===== src/rtl/alu_seq_pkg.sv =====
`default_nettype none
// ============================================================================
// Module   : alu_seq_pkg
// Purpose  : Opcode encodings and FSM state type shared by the sequential ALU.
// Revision : 1.0 - initial release
// ============================================================================
package alu_seq_pkg;

    // Legacy combinational-ALU codes keep their values, zero-extended to 4 bits.
    localparam logic [3:0] c_op_add = 4'h0;
    localparam logic [3:0] c_op_sub = 4'h1;
    localparam logic [3:0] c_op_inc = 4'h2;
    localparam logic [3:0] c_op_dec = 4'h3;
    localparam logic [3:0] c_op_adc = 4'h4;
    localparam logic [3:0] c_op_sbc = 4'h5;
    localparam logic [3:0] c_op_and = 4'h6;
    localparam logic [3:0] c_op_or  = 4'h7;
    localparam logic [3:0] c_op_xor = 4'h8;
    localparam logic [3:0] c_op_shl = 4'h9;
    localparam logic [3:0] c_op_shr = 4'hA;
    localparam logic [3:0] c_op_mul = 4'hB;

    typedef enum logic [0:0] {
        ST_IDLE = 1'b0,
        ST_MUL  = 1'b1
    } state_t;

endpackage
`default_nettype wire


===== src/rtl/alu_mul_seq.sv =====
`default_nettype none
// ============================================================================
// Module   : alu_mul_seq
// Purpose  : Unsigned shift-add multiplier datapath, one partial product/step.
// Revision : 1.0 - initial release
// ============================================================================
module alu_mul_seq #(
    parameter int WIDTH = 8
) (
    input  logic                 clk,
    input  logic                 rst,
    input  logic                 i_load,
    input  logic                 i_step,
    input  logic [WIDTH-1:0]     i_a,
    input  logic [WIDTH-1:0]     i_b,
    output logic [2*WIDTH-1:0]   o_product,
    output logic                 o_last
);

    localparam int c_CNT_W = $clog2(WIDTH + 1);

    logic [2*WIDTH-1:0] r_acc;
    logic [2*WIDTH-1:0] r_mcand;
    logic [WIDTH-1:0]   r_mplier;
    logic [c_CNT_W-1:0] r_cnt;

    // Accumulator value after the current step; on the last step this is the product.
    assign o_product = r_acc + (r_mplier[0] ? r_mcand : '0);
    assign o_last    = (r_cnt == c_CNT_W'(1));

    always_ff @(posedge clk or posedge rst) begin
        if (rst) begin
            r_acc    <= '0;
            r_mcand  <= '0;
            r_mplier <= '0;
            r_cnt    <= '0;
        end else if (i_load) begin
            r_acc    <= '0;
            r_mcand  <= {{WIDTH{1'b0}}, i_a};
            r_mplier <= i_b;
            r_cnt    <= c_CNT_W'(WIDTH);
        end else if (i_step) begin
            r_acc    <= o_product;
            r_mcand  <= r_mcand << 1;
            r_mplier <= r_mplier >> 1;
            r_cnt    <= r_cnt - c_CNT_W'(1);
        end
    end

endmodule
`default_nettype wire


===== src/rtl/alu_seq.sv =====
`default_nettype none
// ============================================================================
// Module   : alu_seq
// Purpose  : Registered ALU with carry-chained arithmetic, shifts and a
//            multi-cycle multiply behind a start/ready/done handshake.
// Revision : 1.0 - initial release
// ============================================================================
module alu_seq
    import alu_seq_pkg::*;
#(
    parameter int WIDTH    = 8,
    parameter int OP_WIDTH = 4   // must be >= 4
) (
    input  logic                clk,
    input  logic                rst,
    input  logic                start,
    input  logic [OP_WIDTH-1:0] operation,
    input  logic [WIDTH-1:0]    A,
    input  logic [WIDTH-1:0]    B,
    output logic                ready,
    output logic                done,
    output logic                err,
    output logic [WIDTH-1:0]    C,
    output logic                flags_c,
    output logic                flags_z
);

    state_t               r_state;
    state_t               w_state_next;
    logic                 w_accept;
    logic                 w_op_hi_zero;
    logic                 w_legal;
    logic                 w_is_mul;
    logic [WIDTH:0]       w_sum;
    logic                 w_c;
    logic                 w_mul_load;
    logic                 w_mul_step;
    logic                 w_mul_last;
    logic [2*WIDTH-1:0]   w_product;

    generate
        if (OP_WIDTH > 4) begin : g_op_wide
            assign w_op_hi_zero = ~|operation[OP_WIDTH-1:4];
        end else begin : g_op_narrow
            assign w_op_hi_zero = 1'b1;
        end
    endgenerate

    assign ready    = (r_state == ST_IDLE);
    assign w_accept = start & ready;

    // Single-cycle op decode; all arithmetic is WIDTH+1 bits so the top bit is carry/borrow.
    always_comb begin
        w_sum    = '0;
        w_c      = 1'b0;
        w_legal  = w_op_hi_zero;
        w_is_mul = 1'b0;
        case (operation[3:0])
            c_op_add: begin w_sum = {1'b0, A} + {1'b0, B};                      w_c =  w_sum[WIDTH]; end
            c_op_sub: begin w_sum = {1'b0, A} - {1'b0, B};                      w_c = ~w_sum[WIDTH]; end
            c_op_inc: begin w_sum = {1'b0, A} + (WIDTH+1)'(1);                  w_c =  w_sum[WIDTH]; end
            c_op_dec: begin w_sum = {1'b0, A} - (WIDTH+1)'(1);                  w_c = ~w_sum[WIDTH]; end
            c_op_adc: begin w_sum = {1'b0, A} + {1'b0, B} + {{WIDTH{1'b0}}, flags_c};  w_c =  w_sum[WIDTH]; end
            c_op_sbc: begin w_sum = {1'b0, A} - {1'b0, B} - {{WIDTH{1'b0}}, ~flags_c}; w_c = ~w_sum[WIDTH]; end
            c_op_and: w_sum = {1'b0, A & B};
            c_op_or:  w_sum = {1'b0, A | B};
            c_op_xor: w_sum = {1'b0, A ^ B};
            c_op_shl: begin w_sum = {1'b0, A[WIDTH-2:0], 1'b0};                 w_c = A[WIDTH-1]; end
            c_op_shr: begin w_sum = {2'b00, A[WIDTH-1:1]};                      w_c = A[0];       end
            c_op_mul: w_is_mul = w_op_hi_zero;
            default:  w_legal  = 1'b0;
        endcase
    end

    always_ff @(posedge clk or posedge rst) begin
        if (rst) begin
            r_state <= ST_IDLE;
        end else begin
            r_state <= w_state_next;
        end
    end

    always_comb begin
        w_state_next = r_state;
        w_mul_load   = 1'b0;
        w_mul_step   = 1'b0;
        case (r_state)
            ST_IDLE: begin
                if (w_accept && w_is_mul) begin
                    w_state_next = ST_MUL;
                    w_mul_load   = 1'b1;
                end
            end
            ST_MUL: begin
                w_mul_step = 1'b1;
                if (w_mul_last) begin
                    w_state_next = ST_IDLE;
                end
            end
            default: w_state_next = ST_IDLE;
        endcase
    end

    alu_mul_seq #(
        .WIDTH (WIDTH)
    ) u_mul (
        .clk       (clk),
        .rst       (rst),
        .i_load    (w_mul_load),
        .i_step    (w_mul_step),
        .i_a       (A),
        .i_b       (B),
        .o_product (w_product),
        .o_last    (w_mul_last)
    );

    // Result/flag registers only move on a completion; illegal opcodes leave them intact.
    always_ff @(posedge clk or posedge rst) begin
        if (rst) begin
            C       <= '0;
            flags_c <= 1'b0;
            flags_z <= 1'b0;
            done    <= 1'b0;
            err     <= 1'b0;
        end else begin
            done <= 1'b0;
            err  <= 1'b0;
            if (w_accept && !w_is_mul) begin
                done <= 1'b1;
                if (w_legal) begin
                    C       <= w_sum[WIDTH-1:0];
                    flags_c <= w_c;
                    flags_z <= (w_sum[WIDTH-1:0] == '0);
                end else begin
                    err <= 1'b1;
                end
            end else if (w_mul_step && w_mul_last) begin
                done    <= 1'b1;
                C       <= w_product[WIDTH-1:0];
                flags_c <= |w_product[2*WIDTH-1:WIDTH];
                flags_z <= (w_product[WIDTH-1:0] == '0);
            end
        end
    end

endmodule
`default_nettype wire


===== config.mk =====
export PLATFORM = sky130hd
export DESIGN_NAME = alu_seq
export DESIGN_NICKNAME = d
export VERILOG_FILES = /design/src/rtl/alu_seq_pkg.sv /design/src/rtl/alu_mul_seq.sv /design/src/rtl/alu_seq.sv
export SDC_FILE = /design/constraint.sdc
export NUM_CORES = 1
export LEC_CHECK = 0
export ABC_AREA = 1
export CORE_MARGIN = 3
export CORE_UTILIZATION = 55
export DETAILED_ROUTE_END_ITERATION = 7
export PLACE_DENSITY = 0.78
export SYNTH_ARGS = -nofsm -noshare
export SYNTH_HDL_FRONTEND = slang
export SYNTH_SLANG_ARGS = --single-unit

===== constraint.sdc =====
create_clock -name clk -period 2.4 [get_ports clk]
set_input_delay 0.72 -clock clk [delete_from_list [all_inputs] [get_ports clk]]
set_output_delay 0.72 -clock clk [all_outputs]
set_load 0.03 [all_outputs]

==> results.ini <==
[status]
status = finished with violations
violations = negative setup slack

[worst_setup_path]
critPathMaxFanout = 8
rrSetupSlack_ps = -190
path_class = reg2reg
r2r_start = u_mul.r_mplier[0]
cp-end-kind = register
ff2ff_path_depth = 17
cp.arrival_ps = 2830
cp-startpoint = u_mul.r_mplier[0]
worst-endpoint-required_ps = 2640
worstSetupStartpointType = register
endpoint = flags_c
r2r-end = flags_c

[floorplan]
core_area_sq_um = 9770
die_y_microns = 106
start_util = 0.568
die_area_sq_um = 11300
die_x_microns = 106
num_rows = 36
ioPinCount = 36

[timing]
slew_headroom = 0.578
rsz0062_at_grt = yes
whs_ps = 489
worst_clock_skew_ps = 9.62
fin_crit_sh = 1.08
tightest_slew_ps = 634
hold_viol = 0
setup_viol = 5
fmax_ghz = 0.386
drv_slew = 0
worst_slack_ps = -190
fin_tns_setup_ps = -585
fin_crit_ps = 2590

[grt]
grt_max_degree = 58
track_usage = 0.391
overflow = 0
grt_pass1_vias = 7096
grt_pass1_wl_microns = 34900
antenna_found_initial = 0

[synthesis]
yosys.area.top_type = dfrtp_1
synth-seq-cells = 57
synth-edff-count = 0
synthArstFlopShare = 1.00
synth_area_leaders = dfrtp_1 (26%), nand2_1 (17%), ha_1 (11%)
netlist_top_cells_count = nand2_1 (245), inv_1 (121), nand3_1 (106)
synth-main-ff-cell = dfrtp_1
avgSynthCellArea_sq_um = 6.34
synth_top_area_frac = 0.257
yosys_warnings = 0
syn_nets = 948
ys_types = 40
yosysMostFrequentCell = nand2_1
syn-cell-area_sq_um = 5550
synthCells = 875
synth-seq-area-share = 0.257

[final_layout]
fill_cells = 557
final_util = 0.872
syn2layout_area_growth_pct = 53.7
antenna_cells = 0
drive_above_1_share = 0.380
multi_input_area_sq_um = 4340
seqCellArea_sq_um = 1430
final_area_sq_um = 8530
final_nets = 1171

[detailed_routing]
routedWlPerCell_microns = 19.1
finalWirelength_microns = 23600
ant_nets = 0
drc_errors = 0
vias_per_cell = 5.98
via_count = 7389
dr.pass1.iters = 6
drt_first_iter_violations = 937

[placement]
io_buffers = 35
gp_congestion = 1.07
dpl_cell_area_sq_um = 7340
hpwl_microns = 16100

[clock_network]
path_clk_slew_ps = 70
htreeDepth = 3
cts.sinks = 57
cts_inserted_buffers = 9
cts_root_buf = clkbuf_8
clockBufferDepth = 2
clk_latency_ps = 340
cts_tree = done

[power_and_ir_drop]
peakVddDrop_v = 0.000793
p_per_area_nw_per_um2 = 766
finalPower_mw = 6.53
leakage_nw = 4.33

[job]
max_cap_viol_count = 0

[hold_path]
worst_hold_path_type = reg2reg

[power breakdown]
| part | total (mW) | leakage (nW) | switching (mW) | internal (mW) |
|---|---|---|---|---|
| registers | 1.68 | 0.752 | 0.326 | 1.36 |
| clock network | 1.02 | 0.0975 | 0.436 | 0.582 |
| logic | 3.83 | 3.48 | 2.20 | 1.64 |
| total | 6.53 | 4.33 | 2.96 | 3.57 |
[cell usage in the layout, fill, tap and decap left out, types with 6 or more instances in the layout]
cell / Yosys / final
nand2_1: 245 / 210
buf_4: 1 / 187
inv_1: 121 / 100
nand3_1: 106 / 79
nor2_1: 90 / 57
dfrtp_1: 57 / 56
nor2_2: 2 / 30
o21ai_0: 43 / 30
nand2_2: 3 / 29
a21oi_1: 39 / 24
inv_2: 7 / 24
nand3_2: 0 / 23
ha_1: 47 / 20
ha_4: 0 / 20
a21oi_2: 2 / 16
clkdlybuf4s50_1: 0 / 16
nand4_1: 15 / 15
o22ai_1: 12 / 12
buf_6: 1 / 11
o21ai_1: 2 / 10
nand2_4: 0 / 9
o221ai_1: 9 / 9
clkbuf_8: 0 / 9
nand3b_1: 8 / 8
ha_2: 0 / 7
xor2_1: 7 / 6
dlygate4sd2_1: 0 / 6
clkbuf_2: 0 / 6
[area by class of cell]
| cell class | instances | area share |
|---|---|---|
| clock buffers | 9 | 0.0145 |
| multi-input cells | 667 | 0.509 |
| repair buffers | 235 | 0.220 |
| flip-flops and latches | 57 | 0.167 |
| inverters | 128 | 0.0580 |
| well taps | 133 | 0.0195 |
| clock inverters | 7 | 0.0112 |
[metal layers]
layer | up-vias | share of wire | GRT usage
met5 | - | 0 | 0
met4 | 0 | 0.068 | 0.221
met3 | 135 | 0.091 | 0.0674
met2 | 517 | 0.48 | 0.674
met1 | 3428 | 0.36 | 0.459
li1 | 3309 | - | -
[how the worst min path moves through the flow]
stage,startpoint,endpoint,slack [ps],cells past startpoint
global route,C[6],C[6],510,2
finish,u_mul.r_cnt[3],u_mul.r_cnt[3],490,2
detailed placement,C[6],C[6],470,2
global placement,u_mul.r_cnt[3],u_mul.r_cnt[3],470,2
floorplan,u_mul.r_cnt[3],u_mul.r_cnt[3],450,2
CTS,C[6],C[6],490,2
[what timing repair did]
action                                  CTS  global route
hold buffers                              0             0
endpoints found under the setup margin   12            16
gates resized for setup                 131           134
pin swaps                                46            75
hold endpoints to repair                  0             0
setup buffers                            17             8
gates cloned                              0             1
[flip-flops by register name, indices dropped and copies added (netlist names)]
register	cells
C	8
u_mul.r_mcand	16
u_mul.r_cnt	4
u_mul.r_acc	16
r_state	1
u_mul.r_mplier	8
err	1
flags_c	1
flags_z	1
done	1
[kinds of logic (layout without fill, tap and decap cells)]
family                   after synthesis  count (layout)  share of synthesized area
flip-flops                            57              57                      0.257
AO/OA/AOI/OAI                        125             125                      0.132
adder cells (fa/ha/maj)               50              50                      0.117
AND/OR/NAND/NOR                      481             481                      0.371
XOR/XNOR                              11              11                     0.0174
buffers and inverters                151             379                      0.106
[worst max-delay path, cell delays in order, from the launching register on]
cell and delay (ps):
dfrtp_2 450, buf_6 150, nand2_1 80, inv_1 80
ha_4 300, nand3_1 80, nand2_2 140, nand3_2 120
nand2_4 120, nand2_1 90, nand2_1 100, nand2_1 100
nand2_2 100, nand2_1 80, nor2_2 160, nand3_2 170
nand3_2 100, nand2_1 50
[stage by stage]
stage | cells | setup WS [ps]
floorplan | 875 | -254
global route | 1236 | -336
detailed placement | 1196 | -977
CTS | 1227 | -168
finish | 1236 | -190
global placement | 1196 | -976
No activity file was read; power rests on OpenSTA's default activity.
